<file path="config.mk">
export PLATFORM = sky130hd
export DESIGN_NAME = fpro_mmio_arbiter
export DESIGN_NICKNAME = d
export VERILOG_FILES = /design/src/rtl/fpro_mmio_arbiter.sv
export SDC_FILE = /design/constraint.sdc
export NUM_CORES = 1
export LEC_CHECK = 0
export ABC_AREA = 1
export ABC_CLOCK_PERIOD_IN_PS = 1800
export BUFFER_PORTS_ARGS = -buffer_cell sky130_fd_sc_hd__buf_2
export CAP_MARGIN = 20
export CORE_UTILIZATION = 47
export CTS_CLUSTER_SIZE = 16
export DETAILED_ROUTE_END_ITERATION = 10
export MAX_ROUTING_LAYER = met4
export PLACE_DENSITY = 0.78
export SKIP_LAST_GASP = 1
export SYNTH_ARGS = -nofsm -noshare
export SYNTH_HDL_FRONTEND = slang
export SYNTH_SLANG_ARGS = --single-unit
</file>
<file path="constraint.sdc">
create_clock -name clk -period 1.8 [get_ports clk]
set_input_delay 0.45 -clock clk [delete_from_list [all_inputs] [get_ports clk]]
set_output_delay 0.45 -clock clk [all_outputs]
set_load 0.01 [all_outputs]
</file>
<file path="src/rtl/fpro_mmio_arbiter.sv">
// Two-master round-robin arbiter for the FPRO MMIO bus. Serialises whole
// transactions, drives registered cs/rd/wr strobes and returns a one-cycle ack.
module fpro_mmio_arbiter #(
   parameter int ADDR_W      = 21,
   parameter int DATA_W      = 32,
   parameter int WAIT_CYCLES = 0
) (
   input  logic              clk,
   input  logic              reset,
   input  logic              m0_req,
   input  logic              m0_wr,
   input  logic [ADDR_W-1:0] m0_addr,
   input  logic [DATA_W-1:0] m0_wr_data,
   output logic              m0_ack,
   output logic [DATA_W-1:0] m0_rd_data,
   input  logic              m1_req,
   input  logic              m1_wr,
   input  logic [ADDR_W-1:0] m1_addr,
   input  logic [DATA_W-1:0] m1_wr_data,
   output logic              m1_ack,
   output logic [DATA_W-1:0] m1_rd_data,
   output logic              mmio_cs,
   output logic              mmio_wr,
   output logic              mmio_rd,
   output logic [ADDR_W-1:0] mmio_addr,
   output logic [DATA_W-1:0] mmio_wr_data,
   input  logic [DATA_W-1:0] mmio_rd_data,
   output logic              grant_id,
   output logic              busy
);

   typedef enum logic [1:0] {IDLE = 2'd0, ACCESS = 2'd1, DONE = 2'd2} state_t;

   state_t            state, state_nxt;
   logic              last_grant;
   logic              txn_wr;
   logic [3:0]        cnt;
   logic              any_req;
   logic              win;
   logic              win_wr;
   logic [ADDR_W-1:0] win_addr;
   logic [DATA_W-1:0] win_data;

   always_ff @(posedge clk or negedge reset) begin
      if (!reset) state <= IDLE;
      else        state <= state_nxt;
   end

   // Under contention the master that did not own the last transaction wins.
   always_comb begin
      state_nxt = state;
      any_req   = m0_req | m1_req;
      win       = (m0_req & m1_req) ? ~last_grant : m1_req;
      win_wr    = win ? m1_wr      : m0_wr;
      win_addr  = win ? m1_addr    : m0_addr;
      win_data  = win ? m1_wr_data : m0_wr_data;
      case (state)
         IDLE:    if (any_req) state_nxt = ACCESS;
         ACCESS:  if (cnt == 4'd0) state_nxt = DONE;
         DONE:    state_nxt = IDLE;
         default: state_nxt = IDLE;
      endcase
   end

   always_ff @(posedge clk or negedge reset) begin
      if (!reset) begin
         last_grant   <= 1'b1;
         grant_id     <= 1'b0;
         txn_wr       <= 1'b0;
         cnt          <= 4'd0;
         busy         <= 1'b0;
         mmio_cs      <= 1'b0;
         mmio_wr      <= 1'b0;
         mmio_rd      <= 1'b0;
         mmio_addr    <= '0;
         mmio_wr_data <= '0;
         m0_ack       <= 1'b0;
         m1_ack       <= 1'b0;
         m0_rd_data   <= '0;
         m1_rd_data   <= '0;
      end else begin
         busy <= (state_nxt != IDLE);
         case (state)
            IDLE: begin
               if (any_req) begin
                  grant_id     <= win;
                  last_grant   <= win;
                  txn_wr       <= win_wr;
                  mmio_addr    <= win_addr;
                  mmio_wr_data <= win_data;
                  mmio_cs      <= 1'b1;
                  mmio_wr      <= win_wr;
                  mmio_rd      <= ~win_wr;
                  cnt          <= 4'(WAIT_CYCLES);
               end
            end
            ACCESS: begin
               // Strobes last one cycle so slot FIFOs see a single pop/push.
               mmio_wr <= 1'b0;
               mmio_rd <= 1'b0;
               if (cnt == 4'd0) begin
                  mmio_cs <= 1'b0;
                  m0_ack  <= ~grant_id;
                  m1_ack  <= grant_id;
                  if (!txn_wr) begin
                     if (grant_id) m1_rd_data <= mmio_rd_data;
                     else          m0_rd_data <= mmio_rd_data;
                  end
               end else begin
                  cnt <= cnt - 4'd1;
               end
            end
            DONE: begin
               m0_ack <= 1'b0;
               m1_ack <= 1'b0;
            end
            default: ;
         endcase
      end
   end

endmodule

</file>
== Word-level counts from Yosys, hierarchy flattened ==
Index checks and enable logic that the tools add are counted.
Word-level totals
  output and inout port bits: 124
  bits in registers: 132
  word-level logic and storage cells: 60
Cells by class
  bitwise logic cells: 6
  eq/ne operators: 5
  mux-type cells: 21
  reduce and logical (&&, ||, !) cells: 12
  add/subtract/negate cells: 1
Operators with widths (count)
  32-bit 2-to-1 mux: 1
  21-bit 2-to-1 mux: 1
  1-bit case mux with 2 select lines: 5
  1-bit 2-to-1 mux: 8
  4-bit 2-to-1 mux: 2
  4-bit case mux with 2 select lines: 1
  4-bit AND reduction: 2
  2-bit != test (second input constant): 3
  2-bit AND reduction: 3
  3-bit AND reduction: 2
  2-bit nonzero test: 3
  4-bit zero test: 1
  2-bit 2-to-1 mux: 2
  1-bit NOT: 4
  2-bit case mux with 2 select lines: 1
  4-bit by 1-bit subtractor with 4-bit output (second input constant): 1
  2-bit by 1-bit equality test with 1-bit output (second input constant): 1
  2-bit equality test (second input constant): 1
  2-bit zero test: 1
  1-bit bitwise AND: 1
  1-bit OR: 1

== Longest topological paths before layout ==
Gate-level depths: netlist of the first run.
  depth after elaboration: 6
  gate-level depth with buffers: 8

== Worst setup path after synthesis of the first run ==
Ideal clock, no wire load.
  kind: register to register
  start point: register cnt[0]
  end point: register m0_rd_data[0]
  setup time: 0.116 ns
  path slack: 0.413 ns
  arrival: 1.271 ns
  cell stages (with the launch flop): 9
  data required time: 1.684 ns
  cell sequence: dfrtp_1 -> inv_1 -> ha_1 -> nand2_2 -> nor2_8 -> nand3_4 -> buf_6 -> nand2_1 -> nand2_1
Between the ends
  word-level cells in the longest chain between the ends: 2
Ends and longest elaborated chain
  start: declaration: line 37  | logic [3:0] cnt;
  start signal: assignment: line 94  | cnt <= 4'(WAIT_CYCLES);
  start signal: assignment: line 110  | cnt <= cnt - 4'd1;
  4-bit zero test: line 101  | if (cnt == 4'd0) begin
  4-bit AND reduction (no line)
  end signal: assignment: line 107  | else m0_rd_data <= mmio_rd_data;
  end: declaration: line 15  | output logic [DATA_W-1:0] m0_rd_data,
No other way between the ends.
A chain may end at the register's enable or synchronous reset.

== Final worst setup path of the first run ==
  start point: register cnt[0]
  end point: register m1_rd_data[14]
Between the ends
  word-level cells in the longest chain between the ends: 2
Ends and longest elaborated chain
  4-bit zero test: line 101
  4-bit AND reduction (no line)
  end signal: assignment: line 106  | if (grant_id) m1_rd_data <= mmio_rd_data;
  end: declaration: line 21  | output logic [DATA_W-1:0] m1_rd_data,
No other way between the ends.

==> metrics.txt, run 1 <==
R2R setup slack=0.13 ns; Initial Utilization=48.7%; GRT Total Usage=27.1%; critical path fanouts, max=16; total power draw=14.8 mW; port bufs=267; die span in x=111 um; Crit Reg-Reg Endpoint=m1_rd_data[14]; most numerous cell on the critical path=nand2_1; status=finished, violations left; vias in the first global route=5093; I/O pins=268; layout cell share with drive strength beyond 1=36.2%; dpl hpwl=11.2 mm; Leakage=4.20 nW; Synth Register Bits=132; Crit-path slowest cell=dfrtp_1; CTS root buf=clkbuf_16; Cells after DPL=1030; initial antenna violation count=1; clock tree sinks=132; row count=39; Final setup viols=0; final-report hold violation count=0; vias=5462; FF-to-FF path depth=8; largest net degree at the start of global routing=56; Worst Hold Path Cells=3; fin cells=1069; CTS tree=done; worst hold margin=0.244 ns; Hold Path End=m0_rd_data[1]; Max Cap Viol=0; fin. max-slew vios=0; crit-path cells=inv_1, ha_1, nand2_2, nor2_8, buf_4, nand3_4, nand2_1, nand2_1; clk_skew=0.00652 ns; FF-to-FF Start=cnt[0]; worst hold path type=in -> reg; startpoint types=register; CTS Buffer Depth=2; Via density=5.11; initial DRC count=516; Syn Inst Count=643; clock insertion delay at the later pin of the skew report=0.42 ns; Slew HR=70.2%; post-synthesis cell type count=25; syn nets=789; element type at the critical path end=register; min-delay src=mmio_rd_data[1]; Max Clk Rate=0.599 GHz; pin slew with the least headroom to its limit=0.447 ns; routability cong.=0.815; chip height=111 um; Crit Path Category=reg -> reg; Final nets=1058; first-pass GRT wire length=25.4 mm; CTS buffer count=17; DRC=17; Max VDD drop=0.00101 V; Critical Path AT=1.97 ns; CP Buf/Inv Count=2; Syn Area/Cell=8.76 um^2; drt total wl=16.4 mm; synth warn=0; ANT nets after route=0; period utilization=92.7%; Crit path depth=8; die area=12400 um^2; Area Overhead vs Synth=38.6%; DRT Pass-1 Iters=8; Seq/Total Area, Yosys=58.6%; global route total overflow=0; CP max stage delay=0.40 ns; synthesized area=5630 um^2; Worst path top cell family by delay=simple AND/OR/NAND/NOR gates; failing checks=DRC; clk slew on worst S/H paths=0.06 ns; CTS HTree Levels=4; Critical Path RT=2.10 ns; Avg WL per Cell=15.4 um; core area=11600 um^2; PD cells=1890 nW/um^2; Tmin final=1.67 ns
## synthesized netlist by cell type (all sizes together)
cell type | count | share of area, %
nand3 | 40 | 4.0
inv | 10 | 0.67
o21ai | 115 | 10
buf | 26 | 3.4
nand4 | 1 | 0.11
nand2 | 235 | 16
clkbuf | 12 | 0.80
dfrtp | 131 | 58
ha | 2 | 0.44
dfstp | 1 | 0.47
xor2 | 1 | 0.16
nor3 | 1 | 0.29
nor2 | 66 | 4.8
clkinv | 1 | 0.16
o211ai | 1 | 0.13
## cells by family after synthesis
kind of cell / Yosys count / share of synthesized area [%]
adders and majority gates: 2 / 0.444
xor gates and xnor gates: 1 / 0.155
and+or+nand+nor: 343 / 25.3
DFF: 132 / 58.6
buffers and inverters: 49 / 5.02
AOI/OAI and AO/OA: 116 / 10.4
## through the flow
| step | area (um^2) | TNS (ns) | util, % | setup WS, ns |
|---|---|---|---|---|
| after floorplan | 5630 | 0 | - | 0.413 |
| after global placement | 7130 | 0 | 61.6 | 0.105 |
| after detailed placement | 7130 | 0 | 61.6 | 0.00654 |
| after CTS | 7720 | -0.0179 | 66.7 | -0.0127 |
| after global routing | 7810 | -0.00149 | 67.5 | -0.00149 |
| final | 7810 | 0 | 67.5 | 0.131 |
## tightest hold or removal path, cell delays in order
cell	delay (ns)
buf_2	0.09
nand2_1	0.05
nand2_1	0.04
## state kept, by name, summed over array words and instances (netlist names), 2 cells and up
name and flops:
state 2, cnt 4, m1_rd_data 32, m0_rd_data 32, mmio_addr 21, mmio_wr_data 32
## cell usage in the layout (no fill, tap or decap), types with 4 or more instances in the layout
master / count
nand2_2: 6
nand3_4: 4
buf_4: 8
o21ai_1: 36
buf_12: 9
inv_1: 9
o21ai_0: 78
clkinv_2: 6
nor2_1: 63
dfrtp_1: 131
nand2_1: 227
nand3_1: 38
clkbuf_16: 17
buf_2: 266
## how the worst max path moves through the flow
stage            from             end  slack, ns
2_1_floorplan  cnt[0]   m0_rd_data[0]       0.41
3_3_place_gp   cnt[0]   m0_rd_data[4]       0.10
3_5_place_dp   cnt[0]   m0_rd_data[8]      0.007
4_1_cts        cnt[0]   m0_rd_data[8]      -0.01
5_1_grt        cnt[0]  m1_rd_data[14]     -0.001
6_report       cnt[0]  m1_rd_data[14]       0.13
## final cells by class
class                           count  area, um^2
Antenna cell                        1        2.50
Clock buffer                       22         474
Clock inverter                     10         105
Fill cell                         949        3760
Inverter                           11        46.3
Multi-Input combinational cell    464        2090
Sequential cell                   132        3300
Tap cell                          143         179
Timing Repair Buffer              286        1600
## power by group
| part | leakage (nW) | internal [mW] | switching (mW) |
|---|---|---|---|
| logic | 2.32 | 2.33 | 3.76 |
| registers | 1.60 | 4.48 | 0.839 |
| clock network | 0.285 | 2.13 | 1.22 |
## what timing repair did
action                                  CTS  global route
hold endpoints to repair                 40             0
setup buffers                             0             3
pin swaps                                 1             3
resized for setup                         0             3
hold buffers                              1             0
cloned                                    0             2
endpoints found under the setup margin    3            64
## per-layer routing
layer | vias to the layer above | routed length (um) | part of all wire (%) | track usage [%]
met3 | 35 | 1410 | 8.6 | 8.11
met1 | 2535 | 6530 | 40 | 32.2
li1 | 2610 | - | - | -
met5 | - | 0 | 0 | -
met4 | 0 | 457 | 2.8 | 11.8
met2 | 282 | 8050 | 49 | 43.0
(Power assumes the default switching activity.)
==> inputs of run 2 (changes only) <==
--- a/config.mk
+++ b/config.mk
@@ -9,11 +9,14 @@
 export ABC_CLOCK_PERIOD_IN_PS = 1800
 export BUFFER_PORTS_ARGS = -buffer_cell sky130_fd_sc_hd__buf_2
 export CAP_MARGIN = 20
-export CORE_UTILIZATION = 47
+export CELL_PAD_IN_SITES_DETAIL_PLACEMENT = 1
+export CELL_PAD_IN_SITES_GLOBAL_PLACEMENT = 1
+export CORE_ASPECT_RATIO = 1.2
+export CORE_UTILIZATION = 33
 export CTS_CLUSTER_SIZE = 16
 export DETAILED_ROUTE_END_ITERATION = 10
 export MAX_ROUTING_LAYER = met4
-export PLACE_DENSITY = 0.78
+export PLACE_DENSITY = 0.77
 export SKIP_LAST_GASP = 1
 export SYNTH_ARGS = -nofsm -noshare
 export SYNTH_HDL_FRONTEND = slang
==> metrics.txt, run 2 (synthesized netlist as in run 1, its figures left out) <==
vias=5576 (+2.1%); Placed Area=7270 um^2 (+1.9%); pin slew with the least headroom to its limit=0.396 ns (-0.0504 ns); first-pass GRT wire length=30.9 mm (+22%); Area Overhead vs Synth=39.8%; largest net degree at the start of global routing=57 (+1.8%); Slew HR=73.6% (+3.4 points); combinational share of power=41.5% (+0.2 points); drt total wl=19.4 mm (+18%); Internal=8.87 mW (-0.78%); worst hold path type=in -> reg; GRT Total Usage=23.4% (-3.7 points); Avg WL per Cell=17.1 um (+11%); row count=51 (+31%); Max VDD drop=0.000790 V (-21%); CTS HTree Levels=4 (unchanged); Max Cap Viol=0 (unchanged); clock insertion delay at the later pin of the skew report=0.43 ns (about the same); crit path to=m0_rd_data[6]; Final Cell Area=7880 um^2 (+0.91%); die area=17600 um^2 (+42%); core area=16500 um^2 (+42%); CP Buf/Inv Count=2 (unchanged); setup bufs post-CTS=0 (unchanged); CTS buffer count=17 (unchanged); pre-CTS setup slack=0.0713 ns (+0.0648 ns); CP max stage delay=0.41 ns (about the same); DRC=0 (-17); Worst path top cell family by delay=simple AND/OR/NAND/NOR gates; die span in x=121 um (+8.8%); FF-to-FF Start=cnt[0]; Leakage=4.19 nW (-0.32%); Max Clk Rate=0.598 GHz (-0.24%); Initial Utilization=34.2% (-14 points); Final nets=1057 (-0.095%); Final WS setup=0.127 ns (-0.00408 ns); element type at the critical path end=register; critical path fanouts, max=32 (+16); global route total overflow=0 (unchanged); Top Registers=m0_rd_data x32, m1_rd_data x32, mmio_wr_data x32; RSZ-0062 raised after global routing=true; Critical Path AT=1.98 ns (about the same); CP Launch Point=cnt[0]; sw power=6.09 mW (+4.6%); final-report hold violation count=0 (unchanged); Final setup viols=0 (unchanged); clock group share of total power=23.0% (+0.3 points); I/O pins=268 (unchanged); chip height=145 um (+30%); Critical Path RT=2.10 ns (about the same); fin. max-slew vios=0 (unchanged); CTS tree=done; part of the power in registers=35.4% (-0.7 points); clk slew on worst S/H paths=0.06 ns (about the same); FF-to-FF path depth=8 (unchanged); layout cell share with drive strength beyond 1=36.3% (+0.039 points); initial antenna violation count=0 (-1); Crit Path Category=reg -> reg; initial DRC count=206 (-60%); vias in the first global route=6043 (+19%); ANT nets after route=0 (unchanged); Via density=4.91 (-3.9%); commonest cells after routing, fill and taps aside=266 x buf_2, 227 x nand2_1, 131 x dfrtp_1, 78 x o21ai_0, 63 x nor2_1; CTS root buf=clkbuf_16; period utilization=93.0% (+0.23 points); total power draw=15.0 mW (+1.4%); Crit-path slowest cell=dfrtp_1; Crit path depth=8 (unchanged); dpl hpwl=13.8 mm (+23%); port bufs=267 (unchanged); switching part of the total=40.7% (+1.3 points); routability cong.=0.777 (-4.6%); fill cell total of the finished layout=2047 (+120%); status=completed; commonest non-fill, non-tap cell in the layout=buf_2; clock tree sinks=132 (unchanged); Crit Reg-Reg Endpoint=m0_rd_data[6]; most numerous cell on the critical path=nand2_1; PD cells=1900 nW/um^2 (+0.44%); n_diodes=0 (-1); DRT Pass-1 Iters=4 (-4); crit-path cells=inv_1, ha_1, nand2_2, nor2_8, nand3_4, buf_4, nand2_1, nand2_1; CTS Buffer Depth=2 (unchanged); worst hold margin=0.247 ns (+0.00282 ns); startpoint types=register; R2R setup slack=0.13 ns (about the same); Tmin final=1.67 ns (+0.00408 ns); clk_skew=0.0173 ns (+0.0107 ns)
run 2: cell types whose count changed in the layout (fill, tap and decap cells not counted):
cell,previous run,this run
nor2_4,0,1
diode_2,1,0
nor2_2,2,1
nand3_4,4,3
clkinv_2,6,2
clkinv_4,1,5
clkinvlp_4,2,3
clkbuf_1,2,1
buf_4,8,9
clkbuf_8,3,0
inv_6,0,3
buf_6,2,1
run 2: area by class of cell:
class / count / area (um^2) / area share (%)
Clock inverter: 14 / 154 / 1.95
Multi-Input combinational cell: 463 / 2080 / 26.4
Timing Repair Buffer: 286 / 1600 / 20.3
Sequential cell: 132 / 3300 / 41.9
Clock buffer: 18 / 429 / 5.45
Inverter: 11 / 46.3 / 0.588
Tap cell: 212 / 265 / 3.37
run 2: routing by layer:
layer | track usage [%] | vias to the layer above | part of all wire [%]
met3 | 6.53 | 22 | 7.2
met4 | 8.33 | 0 | 2.1
met5 | - | - | 0
met1 | 26.5 | 2722 | 41
li1 | - | 2606 | -
met2 | 39.1 | 226 | 50
run 2: how the worst min path moves through the flow:
stage / from / to / slack [ns] / cells past startpoint
finish: mmio_rd_data[4] / m0_rd_data[4] / 0.25 / 3
global route: mmio_rd_data[18] / m0_rd_data[18] / 0.23 / 3
CTS: mmio_rd_data[4] / m0_rd_data[4] / 0.22 / 3
detailed placement: reset / m0_rd_data[1] / 0.37 / 1
global placement: reset / m0_rd_data[1] / 0.37 / 1
floorplan: reset / busy / 0.15 / 0
run 2: power groups by stage:
stage / Sequential [mW] / Combinational [mW] / Clock [mW]
3_3_place_gp: 5.29 / 6.06 / 0
4_1_cts: 5.31 / 6.32 / 3.54
3_5_place_dp: 5.34 / 6.28 / 0
5_1_grt: 5.50 / 6.96 / 3.64
6_report: 5.30 / 6.22 / 3.44
2_1_floorplan: 5.95 / 2.75 / 0
run 2: what timing repair did:
item | in CTS | in global routing
hold buffers | 1 | 0
endpoints found under the hold margin | 27 | 0
endpoints found under the setup margin | 0 | 32
resized for setup | 0 | 1
run 2: worst register-to-register path, stage by stage (launching register included):
cell	delay, ns
dfrtp_1	0.41
inv_1	0.11
ha_1	0.17
nand2_2	0.13
nor2_8	0.21
nand3_4	0.07
buf_4	0.27
nand2_1	0.13
nand2_1	0.06
run 2: metrics by stage:
step                setup TNS, ns  utilization [%]  cells
floorplan                       0                -    643
CTS                             0             47.8   1135
global route              -0.0620             47.9   1136
global placement                0             44.1   1102
finish                          0             47.9   1136
detailed placement              0             44.1   1102
